## src/rtl/oursring_req_rr_arbiter.sv

```systemverilog
// N-to-1 request-channel arbiter for oursring master ports: AW+W and AR are granted independently,
// with burst-locked W, grant held through downstream stalls, and a long-burst error pulse.
module oursring_req_rr_arbiter #(
    parameter int N_IN_PORT = 3,
    parameter int RR_EN     = 1,
    parameter int MAX_BURST = 256,
    parameter int SELW      = $clog2(N_IN_PORT)
) (
    input  logic                 clk,
    input  logic                 rstn,
    input  logic [N_IN_PORT-1:0] i_awvalid,
    input  logic [N_IN_PORT-1:0] i_wvalid,
    input  logic [N_IN_PORT-1:0] i_wlast,
    input  logic [N_IN_PORT-1:0] i_arvalid,
    output logic [N_IN_PORT-1:0] i_awready,
    output logic [N_IN_PORT-1:0] i_wready,
    output logic [N_IN_PORT-1:0] i_arready,
    output logic                 o_awvalid,
    output logic                 o_wvalid,
    output logic                 o_arvalid,
    input  logic                 o_awready,
    input  logic                 o_wready,
    input  logic                 o_arready,
    output logic [SELW-1:0]      o_w_sel,
    output logic [SELW-1:0]      o_ar_sel,
    output logic                 o_burst_err
);

    // state   | meaning
    // W_IDLE  | arbitrating AW+W; first beat travels with the AW handshake
    // W_BURST | W locked to hold_idx until the beat carrying wlast

    localparam int                   CNTW    = $clog2(MAX_BURST + 1);
    localparam logic [N_IN_PORT-1:0] ONE_HOT = N_IN_PORT'(1);
    localparam logic [CNTW-1:0]      CNT_MAX = CNTW'(MAX_BURST);

    typedef enum logic {W_IDLE, W_BURST} w_state_t;

    w_state_t        w_state, w_state_nxt;
    logic [SELW-1:0] aw_ptr, ar_ptr, hold_idx, aw_lock_idx, ar_lock_idx;
    logic            aw_lock, ar_lock;
    logic [CNTW-1:0] beat_cnt, beat_cnt_nxt;

    logic [N_IN_PORT-1:0] aw_cand;
    logic [SELW-1:0]      aw_pick, aw_grant, ar_pick, ar_grant;
    logic                 aw_hs, ar_hs, w_beat, w_last;

    function automatic logic [SELW-1:0] rr_pick(input logic [N_IN_PORT-1:0] req,
                                                input logic [SELW-1:0]      ptr);
        logic [SELW-1:0] sel;
        logic            found;
        int              idx;
        sel   = '0;
        found = 1'b0;
        for (int k = 0; k < N_IN_PORT; k++) begin
            idx = (int'(ptr) + k) % N_IN_PORT;
            if (!found && req[idx[SELW-1:0]]) begin
                found = 1'b1;
                sel   = idx[SELW-1:0];
            end
        end
        return sel;
    endfunction

    function automatic logic [SELW-1:0] next_idx(input logic [SELW-1:0] g);
        return (g == SELW'(N_IN_PORT - 1)) ? '0 : g + 1'b1;
    endfunction

    assign aw_cand  = i_awvalid & i_wvalid;
    assign aw_pick  = rr_pick(aw_cand, aw_ptr);
    assign aw_grant = aw_lock ? aw_lock_idx : aw_pick;
    assign ar_pick  = rr_pick(i_arvalid, ar_ptr);
    assign ar_grant = ar_lock ? ar_lock_idx : ar_pick;

    // Valids are gated by rstn so every ready drops the moment reset asserts.
    assign o_arvalid = rstn & (|i_arvalid);
    assign ar_hs     = o_arvalid & o_arready;
    assign i_arready = ar_hs ? (ONE_HOT << ar_grant) : '0;
    assign o_ar_sel  = ar_grant;

    always_comb begin
        w_state_nxt  = w_state;
        beat_cnt_nxt = beat_cnt;
        o_awvalid    = 1'b0;
        o_wvalid     = 1'b0;
        i_awready    = '0;
        i_wready     = '0;
        o_w_sel      = aw_grant;
        aw_hs        = 1'b0;
        w_beat       = 1'b0;
        w_last       = 1'b0;
        case (w_state)
            W_IDLE: begin
                o_awvalid = rstn & (|aw_cand);
                o_wvalid  = o_awvalid;
                aw_hs     = o_awvalid & o_awready & o_wready;
                w_beat    = aw_hs;
                w_last    = i_wlast[aw_grant];
                if (aw_hs) begin
                    i_awready = ONE_HOT << aw_grant;
                    i_wready  = ONE_HOT << aw_grant;
                    if (!w_last) begin
                        w_state_nxt  = W_BURST;
                        beat_cnt_nxt = CNTW'(1);
                    end
                end
            end
            W_BURST: begin
                o_w_sel  = hold_idx;
                o_wvalid = rstn & i_wvalid[hold_idx];
                w_beat   = o_wvalid & o_wready;
                w_last   = i_wlast[hold_idx];
                i_wready = w_beat ? (ONE_HOT << hold_idx) : '0;
                if (w_beat) begin
                    if (w_last) begin
                        w_state_nxt  = W_IDLE;
                        beat_cnt_nxt = '0;
                    end else if (beat_cnt != CNT_MAX) begin
                        beat_cnt_nxt = beat_cnt + 1'b1;
                    end
                end
            end
            default: w_state_nxt = W_IDLE;
        endcase
        // Fires only on the transition into the saturated count, so once per burst.
        o_burst_err = w_beat & ~w_last & (beat_cnt_nxt == CNT_MAX) & (beat_cnt != CNT_MAX);
    end

    always_ff @(posedge clk or negedge rstn) begin
        if (!rstn) begin
            w_state     <= W_IDLE;
            beat_cnt    <= '0;
            hold_idx    <= '0;
            aw_ptr      <= '0;
            ar_ptr      <= '0;
            aw_lock     <= 1'b0;
            ar_lock     <= 1'b0;
            aw_lock_idx <= '0;
            ar_lock_idx <= '0;
        end else begin
            w_state  <= w_state_nxt;
            beat_cnt <= beat_cnt_nxt;
            if (aw_hs) begin
                hold_idx <= aw_grant;
                aw_lock  <= 1'b0;
                if (RR_EN != 0) aw_ptr <= next_idx(aw_grant);
            end else if (o_awvalid) begin
                aw_lock     <= 1'b1;
                aw_lock_idx <= aw_grant;
            end
            if (ar_hs) begin
                ar_lock <= 1'b0;
                if (RR_EN != 0) ar_ptr <= next_idx(ar_grant);
            end else if (o_arvalid) begin
                ar_lock     <= 1'b1;
                ar_lock_idx <= ar_grant;
            end
        end
    end

endmodule

```

## config.mk

```make
export PLATFORM = sky130hd
export DESIGN_NAME = oursring_req_rr_arbiter
export DESIGN_NICKNAME = d
export VERILOG_FILES = /design/src/rtl/oursring_req_rr_arbiter.sv
export SDC_FILE = /design/constraint.sdc
export NUM_CORES = 1
export LEC_CHECK = 0
export ABC_AREA = 0
export BUFFER_PORTS_ARGS = -buffer_cell sky130_fd_sc_hd__buf_2
export CORE_ASPECT_RATIO = 1.2
export CORE_MARGIN = 5
export CORE_UTILIZATION = 58
export CTS_BUF_LIST = sky130_fd_sc_hd__clkbuf_2
export CTS_CLUSTER_DIAMETER = 60
export DETAILED_ROUTE_END_ITERATION = 7
export MAX_ROUTING_LAYER = met4
export PLACE_DENSITY = 0.85
export SETUP_SLACK_MARGIN = 0.05
export SLEW_MARGIN = 20
export SYNTH_ARGS = -nofsm -noshare
export SYNTH_HDL_FRONTEND = slang
export SYNTH_SLANG_ARGS = --single-unit
```

## constraint.sdc

```tcl
create_clock -name clk -period 3.3 [get_ports clk]
set_input_delay 0.33 -clock clk [delete_from_list [all_inputs] [get_ports clk]]
set_output_delay 0.33 -clock clk [all_outputs]
set_load 0.03 [all_outputs]
```

==> results of run 1 <==
## layout by cell type (no fill, tap or decap), types with 3 or more instances in the layout
cell type | netlist | final
buf_2 | 2 | 32
mux2i_1 | 4 | 4
nand4b_1 | 5 | 5
a21oi_1 | 10 | 10
a21o_1 | 5 | 5
nor2b_1 | 5 | 5
nand3_1 | 8 | 7
clkbuf_2 | 0 | 3
o21ai_0 | 11 | 9
o22ai_1 | 3 | 3
nor2_1 | 17 | 15
ha_1 | 7 | 5
o31ai_2 | 3 | 3
dfrtp_1 | 22 | 20
and3_1 | 5 | 4
mux2_2 | 3 | 3
o31ai_1 | 5 | 4
inv_1 | 14 | 13
and4b_1 | 3 | 3
nor3_1 | 6 | 6
buf_4 | 1 | 12
nand4_1 | 3 | 3
nand2_1 | 20 | 20
## Yosys cell counts (2+ instances only)
cell type,count,area share [%]
nor3b_1,2,0.77
and3_1,5,1.6
and4_1,2,0.90
nor3_1,6,1.5
nand3b_1,2,0.77
or2_1,2,0.64
mux2_2,3,1.7
mux2i_1,4,2.1
xor2_1,2,0.90
ha_1,7,4.5
a21o_1,5,1.9
a21oi_2,2,0.90
buf_2,2,0.51
a21boi_0,2,0.77
o22ai_1,3,0.96
mux2_4,2,1.5
dfrtp_1,22,28
nand2_1,20,3.9
o31ai_1,5,1.9
a21oi_1,10,2.6
nand3_1,8,2.1
clkbuf_1,3,0.58
nor4b_1,2,0.90
buf_6,3,1.7
nand4_1,3,0.96
nor2_1,17,3.3
a31oi_1,2,0.64
nand4b_1,5,2.3
o21ai_0,11,2.8
nor2b_1,5,1.6
o31ai_2,3,1.9
inv_1,14,2.7
and4b_1,3,1.5
## metrics by stage
stage	utilization (%)	hold WS (ns)	instance area (µm²)	setup TNS, ns	setup slack (ns)
finish	70.7	0.332	2320	-0.0859	-0.0859
global route	70.7	0.339	2320	-0.193	-0.193
CTS	69.5	0.305	2280	-0.0450	-0.0450
detailed placement	64.4	0.200	2110	0	0.112
global placement	64.4	0.204	2110	0	0.225
floorplan	-	0.0344	1950	0	0.121
## what timing repair did
action                     in CTS  in global routing
hold buffers                    2                  0
hold endpoints to repair        7                  0
resized for setup              13                  7
setup buffers                   7                  2
setup endpoints to repair       1                  1
pin swaps                      11                  3
## state kept, by name (all words and copies together) (netlist names)
name,count
ar_lock,1
ar_lock_idx,2
ar_ptr,2
aw_lock,1
aw_lock_idx,2
aw_ptr,2
beat_cnt,9
hold_idx,2
w_state,1
## cell families after synthesis
logic type | share of synthesized area [%]
adders and majority gates | 5.02
DFF | 28.3
xor gates and xnor gates | 0.900
buffers and inverters | 6.11
muxes | 5.34
and+or+nand+nor | 29.7
AOI/OAI and AO/OA | 24.6
## path summary, 6_finish.rpt
kind                                     to  cells after the start  startpoint  slack [ns]
worst max-delay path            o_burst_err                     11   aw_ptr[0]       -0.09
worst min-delay path                ar_lock                      3   o_arready        0.33
min in group asynchronous       beat_cnt[2]                      3        rstn        0.51
worst max register to register  beat_cnt[2]                     12   aw_ptr[0]        0.48
max in group asynchronous       hold_idx[1]                      3        rstn        2.04
worst min register to register    ar_ptr[1]                      1   ar_ptr[1]        0.54
## routing by layer
layer / track usage (%) / vias to the layer above / part of all wire, %
met5: - / - / 0
met1: 27.4 / 916 / 40
met4: 8.73 / 0 / 1.8
met2: 40.6 / 90 / 52
li1: - / 911 / -
met3: 3.52 / 8 / 5.9
## final cells by class
| class | instances | area, µm² |
|---|---|---|
| Multi-Input combinational cell | 175 | 1340 |
| Clock inverter | 1 | 30.0 |
| Timing Repair Buffer | 47 | 282 |
| Inverter | 14 | 52.6 |
| Clock buffer | 3 | 15.0 |
| Fill cell | 248 | 960 |
| Sequential cell | 22 | 553 |
| Tap cell | 37 | 46.3 |
## worst max-delay path, cell delays in order (launching register included)
cell     delay, ns
dfrtp_1       0.46
buf_4         0.15
ha_4          0.19
and4b_1       0.26
a31oi_2       0.05
nor4b_4       0.16
or3b_1        0.44
or2_4         0.27
a41oi_4       0.23
a21o_1        0.17
and4b_1       0.20
buf_6         0.14
## report_power, final
part | switching, mW | leakage (nW) | internal (mW)
Combinational | 0.647 | 0.786 | 0.491
Sequential | 0.120 | 0.278 | 0.348
Clock | 0.0899 | 0.0266 | 0.104
==> qor.yml, run 1 <==
setup_violations: 1
die_x_um: 62.9
synthesis.area_mm2: 0.00195
path_clk_slew_ns: 0.23
finalClockSkew_ns: 0.00395
drtIter0Drc: 127
ys_warn_count: 0
grt_pass1_vias: 1815
max_freq_ghz: 0.295
fin_ws_ns: -0.0859
syn_area_per_cell_um2: 8.80
gp_congestion: 0.990
synthArstFlopShare_pct: 100
critical_path_class: "reg2out"
die_h_um: 73.4
syn-num-nets: 245
p_leak_nw: 1.09
start_util_pct: 59.3
detail_route.wirelength_mm: 5.05
arrival_ns: 3.06
htree_levels: 1
place_inst: 284
grt_pass1_wl_mm: 8.49
wl_per_cell_um: 16.9
maxSlewViolCount: 0
core_mm2: 0.00328
ys_seq_elements: 22
drv_cap: 0
p_total_mw: 1.80
period_share_pct: 103
portBuffers: 33
hpwl_mm: 3.62
violations: "setup timing"
via_count: 1925
synth_edf_count: 0
drcViolationCount: 0
worst_setup_path_end_kind: "primary output"
clockBufferDepth: 2
synth_ff_type: "dfrtp_1"
cp-start-kind: "register"
finalHoldViolCount: 0
viasPerCell: 6.44
area_growth_pct: 19.3
drt_first_pass_iters: 5
fin_crit_ns: 3.39
layout-drive-gt1-share_pct: 32.1
antenna_left: 0
ir_worst_vdd_uv: 631
overflow: 0
diodes: 0
ys_seq_area_share_pct: 28.3
nets: 287
hold_class: "in2reg"
rsz0062_at_grt: "true"
synthCells: 221
cts-root-buf: "clkbuf_2"
tritoncts: "built"
cp_max_fo: 10
crit_required_ns: 2.97
numClockSinks: 22
max_slew_margin_pct: 57.5
ys_types: 67
grt_use_total_pct: 23.4
power_density_mw_per_mm2: 776
clk_latency_ns: 0.33
worst_pin_slew_ns: 0.637
io_pins: 34
die_area_mm2: 0.00462
antenna_found_initial: 0
numCtsBuffers: 3
fin_cells: 299
status: "complete, but fails checks"
grt_max_degree: 18
num_rows: 23
(Power assumes the default switching activity.)
==> run 2: changes to the inputs <==
--- a/config.mk
+++ b/config.mk
@@ -9,12 +9,11 @@
 export BUFFER_PORTS_ARGS = -buffer_cell sky130_fd_sc_hd__buf_2
 export CORE_ASPECT_RATIO = 1.2
 export CORE_MARGIN = 5
-export CORE_UTILIZATION = 58
-export CTS_BUF_LIST = sky130_fd_sc_hd__clkbuf_2
+export CORE_UTILIZATION = 56
 export CTS_CLUSTER_DIAMETER = 60
 export DETAILED_ROUTE_END_ITERATION = 7
 export MAX_ROUTING_LAYER = met4
-export PLACE_DENSITY = 0.85
+export PLACE_DENSITY = 0.83
 export SETUP_SLACK_MARGIN = 0.05
 export SLEW_MARGIN = 20
 export SYNTH_ARGS = -nofsm -noshare
==> run 2 against run 1 <==
Effect of this change: the run still ends with setup timing left; cell count increased by 0.67%; via count rose by 0.10%; clock skew decreased by 0.0015 ns; global-route usage shrank 0.83 points; critical path type unchanged; highest routed layer unchanged.
==> qor.yml, run 2 (synthesized netlist as in run 1, its figures left out) <==
cts-root-buf: "clkbuf_8"
clk_latency_ns: 0.27
grt_max_degree: 17
grt_use_total_pct: 22.6
cp_max_fo: 8
gp_congestion: 0.933
core_mm2: 0.00334
layout-drive-gt1-share_pct: 33.0
power_frac_seq_pct: 24.8
period_share_pct: 100
tritoncts: "built"
antenna_left: 0
maxSlewViolCount: 0
drv_cap: 0
power_density_mw_per_mm2: 800
die_x_um: 63.8
fin_ws_ns: -0.00571
num_rows: 23
clockBufferDepth: 2
status: "complete, but fails checks"
wl_per_cell_um: 16.9
overflow: 0
mostFrequentLayoutCells: "buf_2, dfrtp_1, nand2_1"
viasPerCell: 6.40
start_util_pct: 58.3
via_count: 1927
layout_commonest_cell: "buf_2"
hold_class: "in2async"
p_comb_share_pct: 61.6
final.setup.tns_ns: -0.00571
grt_pass1_wl_mm: 8.45
drt_first_pass_iters: 4
diodes: 0
grt_pass1_vias: 1824
area_growth_pct: 21.4
portBuffers: 33
die_h_um: 74.6
setup_violations: 1
p_total_mw: 1.89
arrival_ns: 2.98
dp_slack_ns: 0.104
max_freq_ghz: 0.303
numClockSinks: 22
pwr-share-clk_pct: 13.6
nets: 289
critical_path_class: "reg2out"
crit_required_ns: 2.97
numCtsBuffers: 3
regMostFlops: "beat_cnt"
antenna_found_initial: 0
worst_setup_path_end_kind: "primary output"
rsz0062_at_grt: "true"
power.switching_uw: 867
switching_share_pct: 45.9
violations: "setup timing"
finalClockSkew_ns: 0.00248
finalHoldViolCount: 0
fin_crit_ns: 3.31
power.internal_mw: 1.02
die_area_mm2: 0.00476
drtIter0Drc: 100
ir_worst_vdd_uv: 741
hpwl_mm: 3.75
detail_route.wirelength_mm: 5.09
cp-start-kind: "register"
max_slew_margin_pct: 61.9
largest_reg_flops: 9
p_leak_nw: 1.11
io_pins: 34
drcViolationCount: 0
path_clk_slew_ns: 0.08
worst_pin_slew_ns: 0.572
htree_levels: 1
[run 2: per-layer routing]
metal	track usage, %	up-vias	wire, µm
met5	-	-	0
met2	41.0	82	2700
met3	2.57	10	267
li1	-	916	-
met1	25.9	919	2030
met4	6.70	0	88
[run 2: area by class of cell]
type / instances / area [µm²]
clock buffers: 3 / 41.3
clock inverters: 1 / 30.0
fillers: 252 / 976
inverters: 14 / 52.6
multi-input cells: 175 / 1340
flip-flops and latches: 22 / 552
well taps: 37 / 46.3
repair buffers: 49 / 297
[run 2: power by group through the flow]
stage	Combinational, mW	Clock, mW	Sequential (mW)
floorplan	0.829	0	0.404
finish	1.16	0.257	0.469
CTS	1.07	0.257	0.463
global placement	0.935	0	0.461
global route	1.26	0.266	0.484
detailed placement	0.955	0	0.461
[run 2: per-stage QoR]
stage,area [µm²],utilization (%),hold slack [ns],std cells
floorplan,1950,-,0.0344,221
global placement,2120,63.5,0.213,285
detailed placement,2120,63.5,0.218,285
CTS,2290,68.6,0.449,295
global route,2360,70.8,0.464,301
finish,2360,70.8,0.448,301
[run 2: path summary, 6_finish.rpt]
| path | start | endpoint | slack, ns | cells past startpoint |
|---|---|---|---|---|
| setup / recovery | aw_ptr[1] | o_burst_err | -0.006 | 10 |
| hold / removal | rstn | aw_lock_idx[0] | 0.45 | 2 |
| setup reg to reg | aw_ptr[1] | beat_cnt[2] | 0.63 | 10 |
| hold reg to reg | ar_lock_idx[0] | ar_lock_idx[0] | 0.52 | 1 |
| max in group asynchronous | rstn | aw_ptr[1] | 2.38 | 3 |
| min in group clk | o_arready | ar_lock | 0.45 | 3 |
[run 2: worst max-delay path, cell delays in order (launching register included)]
cell	delay, ns
dfrtp_2	0.45
ha_4	0.28
nand4b_1	0.20
a31oi_2	0.25
nor4b_4	0.36
o21ai_2	0.11
or2_4	0.29
a41oi_4	0.26
a21o_1	0.17
and4b_1	0.20
buf_6	0.14
[run 2: repair_timing]
| action | in CTS | in global routing |
|---|---|---|
| endpoints found under the hold margin | 8 | 0 |
| hold buffers | 1 | 0 |
| setup buffers | 5 | 6 |
| gates resized for setup | 12 | 9 |
| endpoints found under the setup margin | 1 | 1 |
| gates cloned | 0 | 0 |
| pin swaps | 6 | 10 |
